==> config.mk <==
export PLATFORM = sky130hd
export DESIGN_NAME = level_display_driver
export DESIGN_NICKNAME = d
export VERILOG_FILES = /design/src/rtl/level_display_driver.sv
export SDC_FILE = /design/constraint.sdc
export NUM_CORES = 1
export LEC_CHECK = 0
export BUFFER_PORTS_ARGS = -buffer_cell sky130_fd_sc_hd__buf_2
export CAP_MARGIN = 15
export CORE_UTILIZATION = 55
export DETAILED_ROUTE_END_ITERATION = 10
export PLACE_DENSITY = 0.76
export SYNTH_ARGS = -nofsm -noshare
export SYNTH_HDL_FRONTEND = slang
export SYNTH_SLANG_ARGS = --single-unit
==> constraint.sdc <==
create_clock -name clk_100MHz -period 2.16 [get_ports clk_100MHz]
set_input_delay 0.432 -clock clk_100MHz [delete_from_list [all_inputs] [get_ports clk_100MHz]]
set_output_delay 0.432 -clock clk_100MHz [all_outputs]
set_load 0.005 [all_outputs]
==> src/rtl/level_display_driver.sv <==
// Four-digit multiplexed 7-segment driver for the liquid-level reading ("Lnnn" or "Err ").
// Optional LEAD_ZERO_BLANK_EN blanks leading zeros of the hundreds/tens digits.
module level_display_driver #(
  parameter int REFRESH_DIV = 100000
) (
  input  logic       clk_100MHz,
  input  logic       reset,
  input  logic [7:0] level_percent,
  input  logic       level_error,
  output logic [3:0] an,
  output logic [6:0] seg,
  output logic       dp,
  output logic       display_error,
  output logic       frame_tick
);

  localparam int CNT_W = $clog2(REFRESH_DIV);
  localparam logic [CNT_W-1:0] CNT_LAST = CNT_W'(REFRESH_DIV - 1);

`ifdef LEAD_ZERO_BLANK_EN
  localparam logic LZB_EN = 1'b1;
`else
  localparam logic LZB_EN = 1'b0;
`endif

  localparam logic [6:0] GLYPH_L     = 7'b1000111;
  localparam logic [6:0] GLYPH_E     = 7'b0000110;
  localparam logic [6:0] GLYPH_R     = 7'b0101111;
  localparam logic [6:0] GLYPH_BLANK = 7'b1111111;

  typedef enum logic [1:0] {IDLE, CONVERT, LOAD} state_t;

  function automatic logic [6:0] digit_glyph(input logic [3:0] d);
    logic [6:0] g;
    case (d)
      4'd0:    g = 7'b1000000;
      4'd1:    g = 7'b1111001;
      4'd2:    g = 7'b0100100;
      4'd3:    g = 7'b0110000;
      4'd4:    g = 7'b0011001;
      4'd5:    g = 7'b0010010;
      4'd6:    g = 7'b0000010;
      4'd7:    g = 7'b1111000;
      4'd8:    g = 7'b0000000;
      4'd9:    g = 7'b0010000;
      default: g = GLYPH_BLANK;
    endcase
    return g;
  endfunction

  logic [CNT_W-1:0] refresh_q, refresh_d;
  logic [1:0]       digit_idx_q, digit_idx_d;
  logic             frame_tick_q, frame_tick_d;
  logic             start_pending_q, start_pending_d;
  state_t           state_q, state_d;
  logic [2:0]       bit_cnt_q, bit_cnt_d;
  logic [19:0]      conv_q, conv_d;
  logic             sample_err_q, sample_err_d;
  logic [11:0]      shadow_bcd_q, shadow_bcd_d;
  logic             shadow_err_q, shadow_err_d;
  logic [3:0]       an_q, an_d;
  logic [6:0]       seg_q, seg_d;
  logic             display_error_q, display_error_d;

  logic             frame_wrap;
  logic [19:0]      conv_adj;
  logic [3:0]       hund, tens, units;

  always_comb begin
    refresh_d    = refresh_q + CNT_W'(1);
    digit_idx_d  = digit_idx_q;
    frame_wrap   = 1'b0;
    if (refresh_q == CNT_LAST) begin
      refresh_d   = '0;
      digit_idx_d = digit_idx_q + 2'd1;
      frame_wrap  = (digit_idx_q == 2'd3);
    end
    frame_tick_d = frame_wrap;
  end

  // A frame boundary always re-arms the request, so it wins over a same-cycle consume.
  always_comb begin
    state_d         = state_q;
    bit_cnt_d       = bit_cnt_q;
    conv_d          = conv_q;
    sample_err_d    = sample_err_q;
    shadow_bcd_d    = shadow_bcd_q;
    shadow_err_d    = shadow_err_q;
    start_pending_d = start_pending_q;
    conv_adj        = conv_q;

    case (state_q)
      IDLE: begin
        if (start_pending_q) begin
          start_pending_d = 1'b0;
          conv_d          = {12'h000, level_percent};
          sample_err_d    = level_error | (level_percent > 8'd100);
          bit_cnt_d       = 3'd0;
          state_d         = CONVERT;
        end
      end
      CONVERT: begin
        if (conv_q[19:16] >= 4'd5) conv_adj[19:16] = conv_q[19:16] + 4'd3;
        if (conv_q[15:12] >= 4'd5) conv_adj[15:12] = conv_q[15:12] + 4'd3;
        if (conv_q[11:8]  >= 4'd5) conv_adj[11:8]  = conv_q[11:8]  + 4'd3;
        conv_d    = {conv_adj[18:0], 1'b0};
        bit_cnt_d = bit_cnt_q + 3'd1;
        if (bit_cnt_q == 3'd7) state_d = LOAD;
      end
      LOAD: begin
        shadow_bcd_d = sample_err_q ? 12'h000 : conv_q[19:8];
        shadow_err_d = sample_err_q;
        state_d      = IDLE;
      end
      default: state_d = IDLE;
    endcase

    if (frame_wrap) start_pending_d = 1'b1;
  end

  assign hund  = shadow_bcd_q[11:8];
  assign tens  = shadow_bcd_q[7:4];
  assign units = shadow_bcd_q[3:0];

  always_comb begin
    an_d            = ~(4'b0001 << digit_idx_q);
    display_error_d = shadow_err_q;
    seg_d           = GLYPH_BLANK;
    case (digit_idx_q)
      2'd0: seg_d = shadow_err_q ? GLYPH_BLANK : digit_glyph(units);
      2'd1: begin
        if (shadow_err_q)                                   seg_d = GLYPH_R;
        else if (LZB_EN && (hund == 4'd0) && (tens == 4'd0)) seg_d = GLYPH_BLANK;
        else                                                seg_d = digit_glyph(tens);
      end
      2'd2: begin
        if (shadow_err_q)                   seg_d = GLYPH_R;
        else if (LZB_EN && (hund == 4'd0))  seg_d = GLYPH_BLANK;
        else                                seg_d = digit_glyph(hund);
      end
      default: seg_d = shadow_err_q ? GLYPH_E : GLYPH_L;
    endcase
  end

  always_ff @(posedge clk_100MHz or posedge reset) begin
    if (reset) begin
      refresh_q       <= '0;
      digit_idx_q     <= 2'd0;
      frame_tick_q    <= 1'b0;
      start_pending_q <= 1'b1;
      state_q         <= IDLE;
      bit_cnt_q       <= 3'd0;
      conv_q          <= 20'h00000;
      sample_err_q    <= 1'b0;
      shadow_bcd_q    <= 12'h000;
      shadow_err_q    <= 1'b0;
      an_q            <= 4'b1111;
      seg_q           <= GLYPH_BLANK;
      display_error_q <= 1'b0;
    end else begin
      refresh_q       <= refresh_d;
      digit_idx_q     <= digit_idx_d;
      frame_tick_q    <= frame_tick_d;
      start_pending_q <= start_pending_d;
      state_q         <= state_d;
      bit_cnt_q       <= bit_cnt_d;
      conv_q          <= conv_d;
      sample_err_q    <= sample_err_d;
      shadow_bcd_q    <= shadow_bcd_d;
      shadow_err_q    <= shadow_err_d;
      an_q            <= an_d;
      seg_q           <= seg_d;
      display_error_q <= display_error_d;
    end
  end

  assign an            = an_q;
  assign seg           = seg_q;
  assign dp            = 1'b1;
  assign display_error = display_error_q;
  assign frame_tick    = frame_tick_q;

endmodule
==> flow_summary.toml <==
[run_status]
status = "complete, no violations"

[setup_path]
reg2reg_from = "refresh_q[13]"
slowest_delay_ns = 0.53
path_delay_family = "simple AND/OR/NAND/NOR gates"
rrSetupSlack_ns = 0.05
reg2reg_depth = 4
criticalPathCategory = "flop to flop"
reg2reg_to = "digit_idx_q[1]"
cp-end-kind = "flop"
start_kind = "flop"
path_cells = "or4b_1 > or4b_4 > nor3_4 > mux2_4"
crit_slowest_cell = "or4b_4"
cp_max_fo = 4
critical_path_required_ns = 2.39
worst-path-buf-inv = 0
arrival_ns = 2.34

[layout]
final_nets = 483
fillers = 561
layout-drive-gt1-share_pct = 17.0
area_delta_synth_final_pct = 10.4
final_area_sq_mm = 0.00444
insertedDiodeCount = 0

[yosys]
yosysSeqAreaShare_pct = 45.2
syn-instance-count = 421
ys_types = 55
synth.avg_cell_area_sq_um = 9.55
synth_top_cells_by_area = "dfrtp_1 (37%), ha_1 (9.7%), dfstp_2 (7.8%)"
synth_most_common_cell = "dfrtp_1"
synth_flop_cell = "dfrtp_1"
synth-async-reset-ratio_pct = 100
ys.warnings.count = 0
yosys-top-cells-count = "dfrtp_1 (60), nand2_1 (49), ha_1 (31), o21ai_0 (26), inv_1 (25)"
yosys.area.top_type_share_pct = 37.4
synth_area_sq_mm = 0.00402
synth-edff-count = 0
syn_nets = 463
yosys.area.top_type = "dfrtp_1"
ys_ff_latch = 72

[timing]
finalCritPeriodShare_pct = 97.6
timing.final.hold_violations = 0
fin_worst_skew_ns = 0.00845
relSlewSlack_pct = 58.3
tightestPinTransition_ns = 0.624
slew_violations = 0
fin_crit_ns = 2.11
fmax_ghz = 0.474
setup_violations = 0
fin_setup_tns_ns = 0
rsz0062_at_grt = "no"
hold_slack_ns = 0.0841

[grt]
grt.overflow.total = 0
grt_max_degree = 55
grtUsageTotal_pct = 21.2
antenna_found_initial = 0
grt_pass1_wl_mm = 12.6
grt_pass1_vias = 2865

[route]
first_pass_iters = 4
wl_mm = 7.35
vias = 2983
via_per_inst = 5.50
drt-wirelength-per-cell_um = 13.6
antenna_left = 0
drcViolationCount = 0
dr.first_iter.drc_count = 88

[floorplanning]
row_count = 30
die_w_um = 87.5
die_area_sq_mm = 0.00765
start_util_pct = 57.9
io_pins = 25
core-area_sq_mm = 0.00694
die_h_um = 87.5

[pwr]
vdd_drop_max_mv = 0.283
total_leakage_power_uw = 0.00194
power_density_mw_per_mm2 = 534

[placement]
hpwl_mm = 5.08
dpl_cell_area_sq_mm = 0.00424
io_buffer_count = 23
place_congestion = 0.826

[hold_path]
hp-class = "input port to async pin"

[clock_tree]
clockRootBuffer = "clkbuf_8"
path_clk_slew_ns = 0.08
postCtsHoldBufs = 0
cts_buffers = 9
cts.htree.levels = 3
post-cts-setup-buffers = 0
worst_skew_pair.late_latency_ns = 0.35
cts_sinks = 72
cts_resized = 0
cts_buffer_depth = 2
cts_tree = "yes"

[run]
cap_violations = 0
==> through the flow <==
step	utilization [%]	std cells	power, uW	setup WS (ns)
5_1_grt	63.9	542	2440	0.00834
6_report	63.9	542	2370	0.0516
2_1_floorplan	-	421	1400	0.125
3_5_place_dp	61.1	526	1420	0.0985
4_1_cts	63.6	542	2380	0.0744
3_3_place_gp	61.1	526	1420	0.138
==> logic make-up (layout without fill, tap and decap cells) <==
family / count (synthesis) / after routing / share of synthesized area (%)
compound gates: 90 / 90 / 14.8
xor+xnor: 23 / 23 / 5.01
fa+ha+maj: 31 / 31 / 9.65
buf+inv: 48 / 73 / 4.76
flops: 72 / 72 / 45.2
mux: 7 / 7 / 1.93
other cells: 1 / 1 / 0.0933
simple gates: 149 / 149 / 18.6
==> routing by layer <==
layer / vias to the layer above / part of all wire (%) / track usage (%)
li1: 1499 / - / -
met1: 1424 / 49 / 27.1
met2: 51 / 46 / 35.4
met3: 9 / 3.0 / 3.41
met4: 0 / 1.6 / 9.54
met5: - / 0 / 0
==> cell usage in the layout, fill, tap and decap left out, drive strengths merged, types with 3 or more instances in the layout <==
cell	Yosys	routed
nor3	7	7
dfstp	12	12
inv	25	24
dfrtp	60	60
or2	4	4
a32o	3	3
mux2	6	6
xor2	7	7
xnor2	16	16
buf	3	32
ha	31	31
o31ai	13	13
or4b	3	3
nand2b	17	17
nor4	4	4
o21ai	26	26
nor2b	9	9
nor2	23	23
nand4	4	4
a21oi	13	13
nand2	49	49
nand3	19	19
clkbuf	20	13
a31oi	9	9
==> where the power goes <==
part           total (uW)  internal [uW]  switching, uW
sequential           1350           1350              0
clock                 977            477            500
combinational        42.6           11.8           30.8
total                2370           1840            531
==> registers in the layout (all words and copies together), names as in the netlist, 2 cells and up <==
register	flops
an	4
bit_cnt_q	3
conv_q	20
digit_idx_q	2
refresh_q	17
seg	7
shadow_bcd_q	12
state_q	2
==> area by class of cell <==
| type | count | area (sq um) | area share [%] |
|---|---|---|---|
| Multi-Input combinational cell | 301 | 2030 | 45.8 |
| Sequential cell | 72 | 1820 | 40.9 |
| Timing Repair Buffer | 32 | 195 | 4.40 |
| Clock buffer | 13 | 159 | 3.58 |
| Tap cell | 96 | 120 | 2.71 |
| Inverter | 25 | 97.6 | 2.20 |
| Clock inverter | 3 | 17.5 | 0.395 |
==> how the worst max path moves through the flow <==
stage	from	endpoint	slack (ns)	cells past startpoint
after floorplan	refresh_q[12]	digit_idx_q[1]	0.12	4
after global placement	refresh_q[13]	digit_idx_q[1]	0.14	4
after detailed placement	refresh_q[13]	digit_idx_q[1]	0.1	4
after CTS	refresh_q[13]	digit_idx_q[1]	0.07	4
after global routing	refresh_q[13]	digit_idx_q[1]	0.008	4
final	refresh_q[13]	digit_idx_q[1]	0.05	4
Note: power is estimated with default switching activity, not from simulation.
